==> src/rtl/axis_burst_gate.sv <==
// Cuts a FIFO AXIS stream into BURST_LEN-beat TLAST bursts, or shorter ones on flush or idle timeout; 1-cycle IDLE decision, zero-latency BURST pass-through.
// Both sides may stall a burst, and it holds until complete. `AXIS_BURST_GATE_STATS_EN adds burst/partial counters, otherwise tied to 0.
module axis_burst_gate #(
  parameter int unsigned TDATA_WIDTH    = 128,
  parameter int unsigned BURST_LEN      = 16,
  parameter int unsigned TIMEOUT_CYCLES = 1024,
  parameter int unsigned LEN_WIDTH      = $clog2(BURST_LEN) + 1
) (
  input  logic                   aclk,
  input  logic                   areset,
  input  logic [TDATA_WIDTH-1:0] S_AXIS_TDATA,
  input  logic                   S_AXIS_TVALID,
  output logic                   S_AXIS_TREADY,
  input  logic [31:0]            fifo_count,
  input  logic                   flush,
  output logic [TDATA_WIDTH-1:0] M_AXIS_TDATA,
  output logic                   M_AXIS_TVALID,
  input  logic                   M_AXIS_TREADY,
  output logic                   M_AXIS_TLAST,
  output logic                   busy,
  output logic [31:0]            burst_count,
  output logic [31:0]            partial_count
);

  localparam int unsigned          TMR_WIDTH = $clog2(TIMEOUT_CYCLES + 2);
  localparam logic [TMR_WIDTH-1:0] TMR_MAX   = TMR_WIDTH'(TIMEOUT_CYCLES);
  localparam logic [LEN_WIDTH-1:0] FULL_LEN  = LEN_WIDTH'(BURST_LEN);

  typedef enum logic {
    IDLE  = 1'b0,
    BURST = 1'b1
  } state_t;

  state_t               state_q, state_d;
  logic [LEN_WIDTH-1:0] beats_left_q, beats_left_d;
  logic [TMR_WIDTH-1:0] timer_q, timer_d;
  logic                 flush_pend_q, flush_pend_d;

  logic in_burst;
  logic hs;
  logic last_beat;
  logic burst_done;
  logic have_data;
  logic is_full;
  logic timed_out;
  logic enter_full;
  logic enter_partial;

  always_comb begin
    in_burst      = (state_q == BURST);
    hs            = in_burst & S_AXIS_TVALID & M_AXIS_TREADY;
    last_beat     = (beats_left_q == LEN_WIDTH'(1));
    burst_done    = hs & last_beat;
    have_data     = (fifo_count != 32'd0);
    is_full       = (fifo_count >= 32'(BURST_LEN));
    timed_out     = (TIMEOUT_CYCLES != 0) && (timer_q == TMR_MAX);
    enter_full    = !in_burst && is_full;
    enter_partial = !in_burst && !is_full && have_data &&
                    (flush_pend_q || flush || timed_out);
  end

  always_comb begin
    state_d      = state_q;
    beats_left_d = beats_left_q;
    timer_d      = timer_q;
    flush_pend_d = flush_pend_q;
    if (in_burst) begin
      // A committed burst waits for TVALID; no timeout applies here.
      if (hs) begin
        beats_left_d = beats_left_q - LEN_WIDTH'(1);
        if (last_beat) begin
          state_d = IDLE;
        end
      end
    end else if (enter_full) begin
      // A flush arriving with a full burst is kept for the leftover data.
      state_d      = BURST;
      beats_left_d = FULL_LEN;
      timer_d      = '0;
      flush_pend_d = flush_pend_q | flush;
    end else if (enter_partial) begin
      state_d      = BURST;
      beats_left_d = fifo_count[LEN_WIDTH-1:0];
      timer_d      = '0;
      flush_pend_d = 1'b0;
    end else if (!have_data) begin
      timer_d      = '0;
      flush_pend_d = 1'b0;
    end else begin
      if (timer_q != TMR_MAX) begin
        timer_d = timer_q + TMR_WIDTH'(1);
      end
      if (flush) begin
        flush_pend_d = 1'b1;
      end
    end
  end

  always_ff @(posedge aclk) begin
    if (areset) begin
      state_q      <= IDLE;
      beats_left_q <= '0;
      timer_q      <= '0;
      flush_pend_q <= 1'b0;
    end else begin
      state_q      <= state_d;
      beats_left_q <= beats_left_d;
      timer_q      <= timer_d;
      flush_pend_q <= flush_pend_d;
    end
  end

  assign busy          = in_burst;
  assign M_AXIS_TDATA  = S_AXIS_TDATA;
  assign M_AXIS_TVALID = in_burst & S_AXIS_TVALID;
  assign S_AXIS_TREADY = in_burst & M_AXIS_TREADY;
  assign M_AXIS_TLAST  = in_burst & last_beat;

`ifdef AXIS_BURST_GATE_STATS_EN
  logic        partial_q;
  logic [31:0] burst_cnt_q;
  logic [31:0] partial_cnt_q;

  always_ff @(posedge aclk) begin
    if (areset) begin
      partial_q     <= 1'b0;
      burst_cnt_q   <= '0;
      partial_cnt_q <= '0;
    end else begin
      if (enter_full || enter_partial) begin
        partial_q <= enter_partial;
      end
      if (burst_done) begin
        burst_cnt_q <= burst_cnt_q + 32'd1;
        if (partial_q) begin
          partial_cnt_q <= partial_cnt_q + 32'd1;
        end
      end
    end
  end

  assign burst_count   = burst_cnt_q;
  assign partial_count = partial_cnt_q;
`else
  assign burst_count   = 32'd0;
  assign partial_count = 32'd0;
`endif

endmodule

==> config.mk <==
export PLATFORM = sky130hd
export DESIGN_NAME = axis_burst_gate
export DESIGN_NICKNAME = d
export VERILOG_FILES = /design/src/rtl/axis_burst_gate.sv
export SDC_FILE = /design/constraint.sdc
export NUM_CORES = 1
export LEC_CHECK = 0
export ABC_AREA = 1
export BUFFER_PORTS_ARGS = -buffer_cell sky130_fd_sc_hd__buf_2
export CORE_AREA = 2 2 140 142
export DETAILED_ROUTE_END_ITERATION = 6
export DIE_AREA = 0 0 142 144
export SLEW_MARGIN = 10
export SYNTH_ARGS = -nofsm -noshare
export SYNTH_HDL_FRONTEND = slang
export SYNTH_SLANG_ARGS = --single-unit
export TNS_END_PERCENT = 50
==> constraint.sdc <==
create_clock -name aclk -period 2.81 [get_ports aclk]
set_input_delay 0.562 -clock aclk [delete_from_list [all_inputs] [get_ports aclk]]
set_output_delay 0.562 -clock aclk [all_outputs]
set_load 0.01 [all_outputs]
==> impl_results.html, run 1 <==
<table>
<tr><th>Metric</th><th>Value</th></tr>
<tr><th colspan="2">Run status</th></tr>
<tr><td>Outcome</td><td>complete, no violations</td></tr>
<tr><th colspan="2">Detailed routing</th></tr>
<tr><td>Total via count after detailed routing</td><td>1689</td></tr>
<tr><td>Routed WL</td><td>5630 um</td></tr>
<tr><td>DRC violations left</td><td>0</td></tr>
<tr><td>Via density</td><td>3.08</td></tr>
<tr><td>Violation count after the first detailed-routing iteration</td><td>90</td></tr>
<tr><td>Detail Route Antenna Nets</td><td>0</td></tr>
<tr><td>Count of TritonRoute iterations in the first routing pass</td><td>4</td></tr>
<tr><td>Avg WL per Cell</td><td>10.3 um</td></tr>
<tr><th colspan="2">Logic synthesis</th></tr>
<tr><td>Post-synth top area cell</td><td>sky130_fd_sc_hd__buf_4</td></tr>
<tr><td>Commonest register cell after synthesis</td><td>sky130_fd_sc_hd__dfxtp_1</td></tr>
<tr><td>Average footprint of a synthesized cell</td><td>6.85 um2</td></tr>
<tr><td>Cell types occupying the most area after synthesis</td><td>sky130_fd_sc_hd__buf_4 53%, sky130_fd_sc_hd__dfxtp_1 13%, sky130_fd_sc_hd__nand2_1 7.1%</td></tr>
<tr><td>Number of synthesized flops with an enable pin</td><td>0</td></tr>
<tr><td>Synthesis warning total</td><td>0</td></tr>
<tr><td>List of most frequent post-synthesis cells</td><td>192 x sky130_fd_sc_hd__buf_4, 52 x sky130_fd_sc_hd__nand2_1, 44 x sky130_fd_sc_hd__nor2_1</td></tr>
<tr><td>Count of mapped cells out of synthesis</td><td>400</td></tr>
<tr><td>Share of Yosys cell area claimed by the top area cell type</td><td>0.526</td></tr>
<tr><td>Most frequently used cell type in the post-synthesis netlist</td><td>sky130_fd_sc_hd__buf_4</td></tr>
<tr><td>Asr flop ratio synth</td><td>0</td></tr>
<tr><td>Register bit total from synthesis</td><td>18</td></tr>
<tr><td>Netlist area before placement</td><td>2740 um2</td></tr>
<tr><td>Part of the Yosys area used for sequential elements</td><td>0.132</td></tr>
<tr><td>Distinct cell type count of the synthesized netlist</td><td>30</td></tr>
<tr><th colspan="2">Power and ir drop</th></tr>
<tr><td>Fraction of power consumed by sequential logic</td><td>0.387</td></tr>
<tr><td>Leakage power total</td><td>1.01 nW</td></tr>
<tr><td>Combinational power share</td><td>0.208</td></tr>
<tr><td>Fraction of power consumed by the clock network</td><td>0.405</td></tr>
<tr><td>Switching fraction of total power</td><td>0.291</td></tr>
<tr><td>Internal power of the cells</td><td>0.497 mW</td></tr>
<tr><td>Power density of the placed cells</td><td>335 nW/um2</td></tr>
<tr><td>Worst-case vdd ir drop</td><td>0.141 mV</td></tr>
<tr><td>Psw</td><td>0.204 mW</td></tr>
<tr><th colspan="2">Global route</th></tr>
<tr><td>Global-route wire length before repair</td><td>8070 um</td></tr>
<tr><td>Grt ovf</td><td>0</td></tr>
<tr><td>Overall global routing resource usage</td><td>0.0525</td></tr>
<tr><td>Number of global-route vias before repair</td><td>1522</td></tr>
<tr><td>Largest net degree at the start of global routing</td><td>23</td></tr>
<tr><td>Initial antenna violation count</td><td>0</td></tr>
<tr><th colspan="2">Setup path</th></tr>
<tr><td>Max FO, Critical Path</td><td>12</td></tr>
<tr><td>Data required time at the worst endpoint</td><td>2.25 ns</td></tr>
<tr><td>Setup crit end kind</td><td>output pin</td></tr>
<tr><td>Worst setup SP type</td><td>register</td></tr>
<tr><td>Critical register-to-register path startpoint</td><td>busy</td></tr>
<tr><td>Launching element of the worst setup path</td><td>busy</td></tr>
<tr><td>Setup CP Type</td><td>reg -&gt; out</td></tr>
<tr><td>CP arrival</td><td>1.44 ns</td></tr>
<tr><th colspan="2">CTS</th></tr>
<tr><td>Total CTS buffers</td><td>3</td></tr>
<tr><td># H-tree levels</td><td>1</td></tr>
<tr><td>Max Buffers Root-to-Sink</td><td>2</td></tr>
<tr><td>TritonCTS clock tree</td><td>done</td></tr>
<tr><td>Sink Count</td><td>18</td></tr>
<tr><td>Clock-pin slew reported for the worst setup and hold paths after clock tree synthesis</td><td>0.05 ns</td></tr>
<tr><td>Post-cts sizing count</td><td>0</td></tr>
<tr><td>Buffers inserted during post-CTS setup optimization</td><td>0</td></tr>
<tr><td>Latest clock arrival within the worst-skew pair</td><td>0.25 ns</td></tr>
<tr><td>CTS Root Buffer Type</td><td>sky130_fd_sc_hd__clkbuf_16</td></tr>
<tr><td>Number of hold-repair buffers added at the cts stage</td><td>0</td></tr>
<tr><th colspan="2">Placement</th></tr>
<tr><td>DP Wirelength</td><td>4630 um</td></tr>
<tr><td>Placer congestion estimate</td><td>0.786</td></tr>
<tr><td>IO Port Bufs</td><td>40</td></tr>
<tr><th colspan="2">Floorplan</th></tr>
<tr><td>Cell row count</td><td>51</td></tr>
<tr><td>Die height</td><td>144 um</td></tr>
<tr><td>Die area</td><td>20400 um2</td></tr>
<tr><td>Boundary pin count</td><td>361</td></tr>
<tr><td>Initial core utilization</td><td>0.144</td></tr>
<tr><td>Core footprint</td><td>19100 um2</td></tr>
<tr><td>X dimension of the die</td><td>142 um</td></tr>
<tr><th colspan="2">Final layout</th></tr>
<tr><td>Final nets</td><td>482</td></tr>
<tr><td>Fraction of final layout cells sized beyond drive strength 1</td><td>0.209</td></tr>
<tr><td>Share of the core filled with cells in the final layout</td><td>0.110</td></tr>
<tr><td>Number of diodes added for antenna fixing</td><td>0</td></tr>
<tr><td>Relative area change from synthesis to final layout</td><td>-23.6%</td></tr>
<tr><th colspan="2">Timing</th></tr>
<tr><td>Final Cycle Share</td><td>0.713</td></tr>
<tr><td>Final number of max-transition violations</td><td>0</td></tr>
<tr><td>Final sum of negative setup slack</td><td>0 ns</td></tr>
<tr><td>Total count of hold-check failures in the final report</td><td>0</td></tr>
<tr><td>Final period demand of the worst path</td><td>2.00 ns</td></tr>
<tr><td>Worst slew margin</td><td>0.550</td></tr>
<tr><td>Unrepaired setup endpoints after global routing</td><td>false</td></tr>
<tr><td>Setup violators final</td><td>0</td></tr>
<tr><td>Highest Clock Rate</td><td>499 MHz</td></tr>
<tr><td>Slew of the pin with the lowest slew margin</td><td>0.674 ns</td></tr>
<tr><td>Worst clock skew</td><td>0.00235 ns</td></tr>
<tr><th colspan="2">Job</th></tr>
<tr><td>Count of max-cap constraint violations</td><td>0</td></tr>
<tr><th colspan="2">Hold path</th></tr>
<tr><td>Class of the most critical hold timing path</td><td>reg -&gt; reg</td></tr>
<tr><td>Min-Delay Startpoint</td><td>timer_q[4]</td></tr>
</table>
==> power by group through the flow <==
stage / Combinational, mW / Sequential [mW] / Clock, mW
4_1_cts: 0.144 / 0.271 / 0.291
3_3_place_gp: 0.144 / 0.277 / 0
6_report: 0.146 / 0.271 / 0.284
2_1_floorplan: 0.358 / 0.273 / 0
5_1_grt: 0.170 / 0.273 / 0.303
3_5_place_dp: 0.144 / 0.277 / 0
==> placed cells by master, fill, tap and decap left out, types with 2 or more instances in the layout <==
master and n:
sky130_fd_sc_hd__clkbuf_16 3, sky130_fd_sc_hd__o21ai_0 5, sky130_fd_sc_hd__o21ai_1 2, sky130_fd_sc_hd__nand2_4 4, sky130_fd_sc_hd__nand3_1 16, sky130_fd_sc_hd__nor2_1 44, sky130_fd_sc_hd__inv_1 21, sky130_fd_sc_hd__inv_2 3
sky130_fd_sc_hd__conb_1 64, sky130_fd_sc_hd__nor2_2 3, sky130_fd_sc_hd__a21oi_1 6, sky130_fd_sc_hd__nand2_2 2, sky130_fd_sc_hd__a21oi_2 4, sky130_fd_sc_hd__ha_1 4, sky130_fd_sc_hd__nand2_1 52, sky130_fd_sc_hd__buf_2 40
sky130_fd_sc_hd__nand4_1 8, sky130_fd_sc_hd__or2_2 2, sky130_fd_sc_hd__dfxtp_1 18
==> registers in the layout (all words and copies together) (netlist names) <==
register,count
timer_q,11
flush_pend_q,1
busy,1
beats_left_q,5
==> metal layers <==
metal / up-vias / track usage / wire length, um
met5: - / 0.0100 / 0
met4: 0 / 0.0742 / 759
met3: 78 / 0.0417 / 1200
met2: 148 / 0.0671 / 2060
met1: 668 / 0.0425 / 1610
li1: 795 / - / -
==> cell families (layout without fill, tap and decap cells) <==
logic type               Yosys count  in the layout  share of synthesized area
adder cells (fa/ha/maj)            4              4                     0.0183
buffers and inverters            220             68                      0.565
AO/OA/AOI/OAI                     20             20                     0.0475
AND/OR/NAND/NOR                  136            136                      0.233
XOR/XNOR                           1              1                    0.00320
other                              1             64                    0.00137
flip-flops                        18             18                      0.132
==> worst max-delay path: stages (launching register included) <==
cell and delay, ns:
sky130_fd_sc_hd__dfxtp_1 0.61, sky130_fd_sc_hd__nand3_1 0.13, sky130_fd_sc_hd__nor3_1 0.25, sky130_fd_sc_hd__buf_2 0.20
==> path summary, 6_finish.rpt <==
kind                      to  slack, ns  cells after the start
min               timer_q[4]       0.48                      2
max reg2reg  beats_left_q[1]       1.09                      5
min reg2reg       timer_q[4]       0.48                      2
max             M_AXIS_TLAST       0.81                      3
==> final cells by class <==
| cell class | instances | area (um2) |
|---|---|---|
| sequential | 18 | 360 |
| tap | 238 | 298 |
| multi-input combinational | 225 | 1070 |
| inverter | 25 | 93.8 |
| clock buffer | 3 | 75.1 |
| fill | 2220 | 17000 |
| timing repair buffer | 40 | 200 |
==> through the flow <==
stage	hold slack (ns)	cells	area (um2)	worst slack [ns]	power [mW]
after floorplan	0.453	463	2980	1.21	0.631
after global placement	0.475	546	2020	0.985	0.421
after detailed placement	0.480	546	2020	0.949	0.420
after CTS	0.487	549	2090	0.759	0.707
after global routing	0.524	549	2090	0.622	0.746
final	0.482	549	2090	0.807	0.701
No activity file was read; power rests on OpenSTA's default activity.
==> run 2: changes to the inputs <==
==> constraint.sdc (replaced) <==
create_clock -name aclk -period 1.9 [get_ports aclk]
set_input_delay 0.38 -clock aclk [delete_from_list [all_inputs] [get_ports aclk]]
set_output_delay 0.38 -clock aclk [all_outputs]
set_load 0.01 [all_outputs]
==> run 2 against run 1 <==
  * Via count is 1.0% higher
  * Final cell count is 0.36% higher
  * Combinational power is 50% higher
  * Clock power is 47% higher
  * Hold slack worse by 0.14 ns
  * Sequential cell count stayed put
  * Highest routed layer unchanged
==> impl_results.html, run 2 (synthesized netlist as in run 1, its figures left out) <==
<table>
<tr><th>Metric</th><th>Value</th></tr>
<tr><th colspan="2">Detailed routing</th></tr>
<tr><td>Via density</td><td>3.10</td></tr>
<tr><td>Count of TritonRoute iterations in the first routing pass</td><td>4</td></tr>
<tr><td>Total via count after detailed routing</td><td>1706</td></tr>
<tr><td>Violation count after the first detailed-routing iteration</td><td>59</td></tr>
<tr><td>Routed WL</td><td>5660 um</td></tr>
<tr><td>Avg WL per Cell</td><td>10.3 um</td></tr>
<tr><td>DRC violations left</td><td>0</td></tr>
<tr><td>Detail Route Antenna Nets</td><td>0</td></tr>
<tr><th colspan="2">Floorplan</th></tr>
<tr><td>Core footprint</td><td>19100 um2</td></tr>
<tr><td>X dimension of the die</td><td>142 um</td></tr>
<tr><td>Cell row count</td><td>51</td></tr>
<tr><td>Boundary pin count</td><td>361</td></tr>
<tr><td>Die height</td><td>144 um</td></tr>
<tr><td>Initial core utilization</td><td>0.144</td></tr>
<tr><td>Die area</td><td>20400 um2</td></tr>
<tr><th colspan="2">Global route</th></tr>
<tr><td>Largest net degree at the start of global routing</td><td>19</td></tr>
<tr><td>Initial antenna violation count</td><td>0</td></tr>
<tr><td>Global-route wire length before repair</td><td>7990 um</td></tr>
<tr><td>Grt ovf</td><td>0</td></tr>
<tr><td>Overall global routing resource usage</td><td>0.0511</td></tr>
<tr><td>Number of global-route vias before repair</td><td>1535</td></tr>
<tr><th colspan="2">Setup path</th></tr>
<tr><td>Worst setup SP type</td><td>register</td></tr>
<tr><td>Setup slack, reg-to-reg</td><td>0.33 ns</td></tr>
<tr><td>Cell-by-cell trace of the critical path</td><td>inv_1, ha_1, nand3_1, nor3_1, buf_2</td></tr>
<tr><td>Data required time at the worst endpoint</td><td>1.52 ns</td></tr>
<tr><td>Highest-delay cell along the critical path</td><td>sky130_fd_sc_hd__dfxtp_1</td></tr>
<tr><td>Buffers and inverters on the worst path</td><td>2</td></tr>
<tr><td>Max FO, Critical Path</td><td>4</td></tr>
<tr><td>Top Family by Delay on Critical Path</td><td>simple AND/OR/NAND/NOR gates</td></tr>
<tr><td>Setup CP Type</td><td>reg -&gt; out</td></tr>
<tr><td>Setup crit end kind</td><td>output pin</td></tr>
<tr><td>CP arrival</td><td>1.29 ns</td></tr>
<tr><td>Max stage delay on crit path</td><td>0.29 ns</td></tr>
<tr><th colspan="2">Final layout</th></tr>
<tr><td>Number of standard cells in the layout, taps in and fillers out</td><td>551</td></tr>
<tr><td>Most frequent cells in the layout</td><td>64 x sky130_fd_sc_hd__conb_1, 52 x sky130_fd_sc_hd__nand2_1, 44 x sky130_fd_sc_hd__nor2_1</td></tr>
<tr><td>Relative area change from synthesis to final layout</td><td>-23.0%</td></tr>
<tr><td>Largest register FFs</td><td>11</td></tr>
<tr><td>Final nets</td><td>484</td></tr>
<tr><td>Commonest non-fill, non-tap cell in the layout</td><td>sky130_fd_sc_hd__conb_1</td></tr>
<tr><td>Register name with the most flops</td><td>timer_q</td></tr>
<tr><td>Number of diodes added for antenna fixing</td><td>0</td></tr>
<tr><td>Fraction of final layout cells sized beyond drive strength 1</td><td>0.214</td></tr>
<tr><td>Registers with the highest flip-flop counts</td><td>timer_q: 11 flops, beats_left_q: 5 flops</td></tr>
<tr><th colspan="2">CTS</th></tr>
<tr><td>Post-cts sizing count</td><td>0</td></tr>
<tr><td>Number of hold-repair buffers added at the cts stage</td><td>0</td></tr>
<tr><td>Total CTS buffers</td><td>3</td></tr>
<tr><td>Latest clock arrival within the worst-skew pair</td><td>0.25 ns</td></tr>
<tr><td>Clock-pin slew reported for the worst setup and hold paths after clock tree synthesis</td><td>0.05 ns</td></tr>
<tr><td># H-tree levels</td><td>1</td></tr>
<tr><td>Buffers inserted during post-CTS setup optimization</td><td>0</td></tr>
<tr><td>CTS Root Buffer Type</td><td>sky130_fd_sc_hd__clkbuf_16</td></tr>
<tr><td>TritonCTS clock tree</td><td>done</td></tr>
<tr><td>Max Buffers Root-to-Sink</td><td>2</td></tr>
<tr><td>Sink Count</td><td>18</td></tr>
<tr><th colspan="2">Power and ir drop</th></tr>
<tr><td>Worst-case vdd ir drop</td><td>0.256 mV</td></tr>
<tr><td>Power density of the placed cells</td><td>491 nW/um2</td></tr>
<tr><td>Total Power Consumption</td><td>1.04 mW</td></tr>
<tr><td>Leakage power total</td><td>1.02 nW</td></tr>
<tr><th colspan="2">Job</th></tr>
<tr><td>Count of max-cap constraint violations</td><td>0</td></tr>
<tr><th colspan="2">Placement</th></tr>
<tr><td>Number of placed instances with taps included</td><td>548</td></tr>
<tr><td>IO Port Bufs</td><td>40</td></tr>
<tr><td>Placer congestion estimate</td><td>0.796</td></tr>
<tr><td>DP Wirelength</td><td>4660 um</td></tr>
<tr><th colspan="2">Timing</th></tr>
<tr><td>Final number of max-transition violations</td><td>0</td></tr>
<tr><td>Final period demand of the worst path</td><td>1.67 ns</td></tr>
<tr><td>Final sum of negative setup slack</td><td>0 ns</td></tr>
<tr><td>Worst hold slack</td><td>0.346 ns</td></tr>
<tr><td>Worst clock skew</td><td>0.00283 ns</td></tr>
<tr><td>Highest Clock Rate</td><td>599 MHz</td></tr>
<tr><td>Unrepaired setup endpoints after global routing</td><td>false</td></tr>
<tr><td>Setup violators final</td><td>0</td></tr>
<tr><td>Final Cycle Share</td><td>0.879</td></tr>
<tr><td>Total count of hold-check failures in the final report</td><td>0</td></tr>
<tr><th colspan="2">Run status</th></tr>
<tr><td>Outcome</td><td>complete, no violations</td></tr>
<tr><th colspan="2">Hold path</th></tr>
<tr><td>Class of the most critical hold timing path</td><td>in -&gt; reg</td></tr>
</table>
run 2: cell types whose count changed in the layout (fill, tap and decap cells not counted):
| cell | delta |
|---|---|
| sky130_fd_sc_hd__buf_4 | +2 |
run 2: per-layer routing:
metal,share of wire,global-route usage,wire length (um),vias to the layer above
li1,-,-,-,804
met1,0.29,0.0411,1660,688
met2,0.38,0.0679,2130,140
met3,0.21,0.0397,1170,74
met4,0.12,0.0695,705,0
met5,0,0.0100,0,-
run 2: final cells by class:
cell class / instances / area (um2)
repair buffers: 42 / 215
well taps: 238 / 298
flip-flops and latches: 18 / 360
multi-input cells: 225 / 1070
fillers: 2229 / 17000
clock buffers: 3 / 75.1
inverters: 25 / 93.8
run 2: per-stage QoR:
step           area (um2)   util  setup WS, ns
2_1_floorplan        2980      -         0.478
3_3_place_gp         2030  0.107         0.253
3_5_place_dp         2030  0.107         0.233
4_1_cts              2110  0.111         0.204
5_1_grt              2110  0.111         0.103
6_report             2110  0.111         0.231
run 2: worst paths after layout:
kind,start,cells past startpoint,to
max,beats_left_q[1],5,M_AXIS_TLAST
min,S_AXIS_TVALID,2,busy
max reg2reg,timer_q[0],9,timer_q[6]
min reg2reg,timer_q[4],2,timer_q[4]
run 2: worst register-to-register path: stages, from the launching register on:
cell	delay, ns
sky130_fd_sc_hd__dfxtp_1	0.37
sky130_fd_sc_hd__inv_1	0.08
sky130_fd_sc_hd__ha_1	0.21
sky130_fd_sc_hd__nand4_1	0.11
sky130_fd_sc_hd__nor2_1	0.05
sky130_fd_sc_hd__nor2_1	0.17
sky130_fd_sc_hd__nand2_4	0.09
sky130_fd_sc_hd__o21ai_4	0.22
sky130_fd_sc_hd__nand2_4	0.12
sky130_fd_sc_hd__a21oi_2	0.11
run 2: power breakdown:
| part | internal, mW | total (mW) | switching (mW) |
|---|---|---|---|
| combinational | 0.0702 | 0.219 | 0.149 |
| clock | 0.277 | 0.418 | 0.141 |
| sequential | 0.390 | 0.399 | 0.00872 |
==> run 3: changes to the inputs <==
--- a/config.mk
+++ b/config.mk
@@ -5,11 +5,10 @@
 export SDC_FILE = /design/constraint.sdc
 export NUM_CORES = 1
 export LEC_CHECK = 0
-export ABC_AREA = 1
 export BUFFER_PORTS_ARGS = -buffer_cell sky130_fd_sc_hd__buf_2
-export CORE_AREA = 2 2 140 142
+export CORE_AREA = 2 2 138 140
 export DETAILED_ROUTE_END_ITERATION = 6
-export DIE_AREA = 0 0 142 144
+export DIE_AREA = 0 0 140 142
 export SLEW_MARGIN = 10
 export SYNTH_ARGS = -nofsm -noshare
 export SYNTH_HDL_FRONTEND = slang
==> run 3 against run 2 <==
  * The flow now finishes with violations (design-rule violations)
  * Critical path depth is 3 higher
  * Synthesized cell count is 19% lower
  * Hold slack better by 0.067 ns
  * Setup slack worse by 0.13 ns
  * Critical endpoint is now beats_left_q[0]
==> impl_results.html, run 3 <==
<table>
<tr><th>Metric</th><th>Value</th></tr>
<tr><th colspan="2">Run status</th></tr>
<tr><td>Outcome</td><td>finished, violations left</td></tr>
<tr><td>Violated checks</td><td>design-rule violations</td></tr>
<tr><th colspan="2">CTS</th></tr>
<tr><td># H-tree levels</td><td>1</td></tr>
<tr><td>CTS Root Buffer Type</td><td>sky130_fd_sc_hd__clkbuf_16</td></tr>
<tr><td>Max Buffers Root-to-Sink</td><td>2</td></tr>
<tr><td>TritonCTS clock tree</td><td>done</td></tr>
<tr><td>Clock-pin slew reported for the worst setup and hold paths after clock tree synthesis</td><td>0.05 ns</td></tr>
<tr><td>Total CTS buffers</td><td>3</td></tr>
<tr><td>Latest clock arrival within the worst-skew pair</td><td>0.25 ns</td></tr>
<tr><td>Sink Count</td><td>18</td></tr>
<tr><th colspan="2">Floorplan</th></tr>
<tr><td>Initial core utilization</td><td>0.137</td></tr>
<tr><td>Core footprint</td><td>18500 um2</td></tr>
<tr><td>Die height</td><td>142 um</td></tr>
<tr><td>Die area</td><td>19900 um2</td></tr>
<tr><td>Cell row count</td><td>50</td></tr>
<tr><td>X dimension of the die</td><td>140 um</td></tr>
<tr><td>Boundary pin count</td><td>361</td></tr>
<tr><th colspan="2">Global route</th></tr>
<tr><td>Grt ovf</td><td>0</td></tr>
<tr><td>Global-route wire length before repair</td><td>7750 um</td></tr>
<tr><td>Overall global routing resource usage</td><td>0.0529</td></tr>
<tr><td>Number of global-route vias before repair</td><td>1316</td></tr>
<tr><td>Initial antenna violation count</td><td>0</td></tr>
<tr><td>Largest net degree at the start of global routing</td><td>19</td></tr>
<tr><th colspan="2">Final layout</th></tr>
<tr><td>Fraction of final layout cells sized beyond drive strength 1</td><td>0.289</td></tr>
<tr><td>Relative area change from synthesis to final layout</td><td>-18.9%</td></tr>
<tr><td>Registers with the highest flip-flop counts</td><td>timer_q: 11 flops, beats_left_q: 5 flops</td></tr>
<tr><td>Final nets</td><td>419</td></tr>
<tr><td>Number of standard cells in the layout, taps in and fillers out</td><td>483</td></tr>
<tr><td>Most frequent cells in the layout</td><td>64 x sky130_fd_sc_hd__conb_1, 40 x sky130_fd_sc_hd__buf_2, 23 x sky130_fd_sc_hd__nor2_1</td></tr>
<tr><td>Largest register FFs</td><td>11</td></tr>
<tr><td>Register name with the most flops</td><td>timer_q</td></tr>
<tr><td>Share of the core filled with cells in the final layout</td><td>0.111</td></tr>
<tr><td>Commonest non-fill, non-tap cell in the layout</td><td>sky130_fd_sc_hd__conb_1</td></tr>
<tr><td>Number of diodes added for antenna fixing</td><td>0</td></tr>
<tr><th colspan="2">Timing</th></tr>
<tr><td>Setup violators final</td><td>0</td></tr>
<tr><td>Total count of hold-check failures in the final report</td><td>0</td></tr>
<tr><td>Worst clock skew</td><td>0.00150 ns</td></tr>
<tr><td>Unrepaired setup endpoints after global routing</td><td>true</td></tr>
<tr><td>Worst Setup Slack, final</td><td>0.101 ns</td></tr>
<tr><td>Highest Clock Rate</td><td>556 MHz</td></tr>
<tr><td>Final Cycle Share</td><td>0.947</td></tr>
<tr><td>Final sum of negative setup slack</td><td>0 ns</td></tr>
<tr><td>Final period demand of the worst path</td><td>1.80 ns</td></tr>
<tr><td>Final number of max-transition violations</td><td>0</td></tr>
<tr><td>Worst hold slack</td><td>0.413 ns</td></tr>
<tr><th colspan="2">Setup path</th></tr>
<tr><td>Max FO, Critical Path</td><td>4</td></tr>
<tr><td>Setup crit end kind</td><td>register</td></tr>
<tr><td>CP arrival</td><td>1.94 ns</td></tr>
<tr><td>Data required time at the worst endpoint</td><td>2.04 ns</td></tr>
<tr><td>Worst setup SP type</td><td>register</td></tr>
<tr><td>Setup CP Type</td><td>reg -&gt; reg</td></tr>
<tr><th colspan="2">Placement</th></tr>
<tr><td>Dpl ws</td><td>-0.224 ns</td></tr>
<tr><td>Number of placed instances with taps included</td><td>478</td></tr>
<tr><td>DP Wirelength</td><td>4850 um</td></tr>
<tr><td>Placer congestion estimate</td><td>0.751</td></tr>
<tr><td>IO Port Bufs</td><td>40</td></tr>
<tr><th colspan="2">Logic synthesis</th></tr>
<tr><td>Cell types occupying the most area after synthesis</td><td>sky130_fd_sc_hd__buf_4 57%, sky130_fd_sc_hd__dfxtp_1 14%, sky130_fd_sc_hd__nor2_1 3.4%</td></tr>
<tr><td>Share of Yosys cell area claimed by the top area cell type</td><td>0.572</td></tr>
<tr><td>Distinct cell type count of the synthesized netlist</td><td>39</td></tr>
<tr><td>Part of the Yosys area used for sequential elements</td><td>0.142</td></tr>
<tr><td>Netlist area before placement</td><td>2530 um2</td></tr>
<tr><td>Most frequently used cell type in the post-synthesis netlist</td><td>sky130_fd_sc_hd__buf_4</td></tr>
<tr><td>Synthesis warning total</td><td>0</td></tr>
<tr><td>Average footprint of a synthesized cell</td><td>7.82 um2</td></tr>
<tr><td>List of most frequent post-synthesis cells</td><td>193 x sky130_fd_sc_hd__buf_4, 23 x sky130_fd_sc_hd__nor2_1, 18 x sky130_fd_sc_hd__dfxtp_1</td></tr>
<tr><td>Post-synth top area cell</td><td>sky130_fd_sc_hd__buf_4</td></tr>
<tr><td>Number of synthesized flops with an enable pin</td><td>0</td></tr>
<tr><td>Count of mapped cells out of synthesis</td><td>324</td></tr>
<tr><td>Register bit total from synthesis</td><td>18</td></tr>
<tr><td>Asr flop ratio synth</td><td>0</td></tr>
<tr><td>Commonest register cell after synthesis</td><td>sky130_fd_sc_hd__dfxtp_1</td></tr>
<tr><th colspan="2">Detailed routing</th></tr>
<tr><td>Routed WL</td><td>5930 um</td></tr>
<tr><td>Total via count after detailed routing</td><td>1527</td></tr>
<tr><td>Detail Route Antenna Nets</td><td>0</td></tr>
<tr><td>Avg WL per Cell</td><td>12.3 um</td></tr>
<tr><td>Via density</td><td>3.16</td></tr>
<tr><td>Count of TritonRoute iterations in the first routing pass</td><td>6</td></tr>
<tr><td>Violation count after the first detailed-routing iteration</td><td>80</td></tr>
<tr><td>DRC violations left</td><td>25</td></tr>
<tr><th colspan="2">Power and ir drop</th></tr>
<tr><td>Switching fraction of total power</td><td>0.271</td></tr>
<tr><td>Fraction of power consumed by sequential logic</td><td>0.366</td></tr>
<tr><td>Psw</td><td>0.295 mW</td></tr>
<tr><td>Internal power of the cells</td><td>0.793 mW</td></tr>
<tr><td>Combinational power share</td><td>0.211</td></tr>
<tr><td>Leakage power total</td><td>0.848 nW</td></tr>
<tr><td>Worst-case vdd ir drop</td><td>0.219 mV</td></tr>
<tr><td>Fraction of power consumed by the clock network</td><td>0.423</td></tr>
<tr><td>Power density of the placed cells</td><td>530 nW/um2</td></tr>
<tr><th colspan="2">Hold path</th></tr>
<tr><td>Class of the most critical hold timing path</td><td>in -&gt; reg</td></tr>
<tr><th colspan="2">Job</th></tr>
<tr><td>Count of max-cap constraint violations</td><td>0</td></tr>
</table>
[run 3: cell count changes in the layout (fill, tap and decap cells not counted), sizes merged, moves of 6 or more]
cell,change
nand2,-51
nor2,-26
inv,-16
buf,+12
nand3,-12
nor4,+11
a21oi,-9
xnor2,+7
o21ai,-6
[run 3: power by group through the flow]
stage	logic (mW)	registers [mW]	clock network [mW]
floorplan	0.513	0.405	0
global route	0.255	0.400	0.485
finish	0.229	0.399	0.461
global placement	0.214	0.407	0
detailed placement	0.214	0.406	0
CTS	0.218	0.398	0.472
[run 3: logic make-up (layout without fill, tap and decap cells)]
group / count (synthesis) / in the layout / synth area share
buf+inv: 204 / 66 / 0.591
simple gates: 64 / 64 / 0.133
compound gates: 21 / 21 / 0.0711
flops: 18 / 18 / 0.142
xor+xnor: 11 / 11 / 0.0380
fa+ha+maj: 4 / 4 / 0.0197
other cells: 1 / 64 / 0.00148
mux: 1 / 1 / 0.00395
[run 3: layout make-up]
| type | instances | area [um2] |
|---|---|---|
| Tap cell | 234 | 293 |
| Inverter | 8 | 30.0 |
| Clock buffer | 4 | 88.8 |
| Timing Repair Buffer | 54 | 318 |
| Multi-Input combinational cell | 165 | 965 |
| Fill cell | 2100 | 16400 |
| Sequential cell | 18 | 362 |
[run 3: metrics by stage]
step | cell area, um2 | power (mW)
after floorplan | 2770 | 0.919
after global routing | 2060 | 1.14
after global placement | 1910 | 0.621
final | 2060 | 1.09
after CTS | 2000 | 1.09
after detailed placement | 1910 | 0.621
[run 3: timing repair]
item | CTS | global route
hold endpoints to repair | 0 | 0
buffers inserted | 1 | 0
pin swaps | 1 | 3
endpoints found under the setup margin | 10 | 17
resized for setup | 0 | 10
hold buffers | 0 | 0
[run 3: final timing paths]
path | from | to | slack [ns] | depth (start not counted)
hold / removal | areset | beats_left_q[2] | 0.41 | 2
setup reg to reg | timer_q[0] | beats_left_q[0] | 0.10 | 8
setup / recovery | timer_q[0] | beats_left_q[0] | 0.10 | 8
hold reg to reg | timer_q[1] | timer_q[1] | 0.50 | 2
[run 3: critical path, stage by stage (launching register included)]
cell and delay [ns]:
sky130_fd_sc_hd__dfxtp_1 0.32, sky130_fd_sc_hd__inv_1 0.05, sky130_fd_sc_hd__ha_1 0.19, sky130_fd_sc_hd__nor2b_2 0.17, sky130_fd_sc_hd__a311oi_2 0.25, sky130_fd_sc_hd__buf_4 0.18
sky130_fd_sc_hd__nor2_1 0.06, sky130_fd_sc_hd__o311a_1 0.30, sky130_fd_sc_hd__o21a_1 0.18
[run 3: metal layers]
metal / wire length, um / share of wire / global-route usage
met1: 2030 / 0.34 / 0.0553
met2: 2240 / 0.38 / 0.0594
met3: 933 / 0.16 / 0.0266
met4: 733 / 0.12 / 0.0861
met5: 0 / 0 / 0
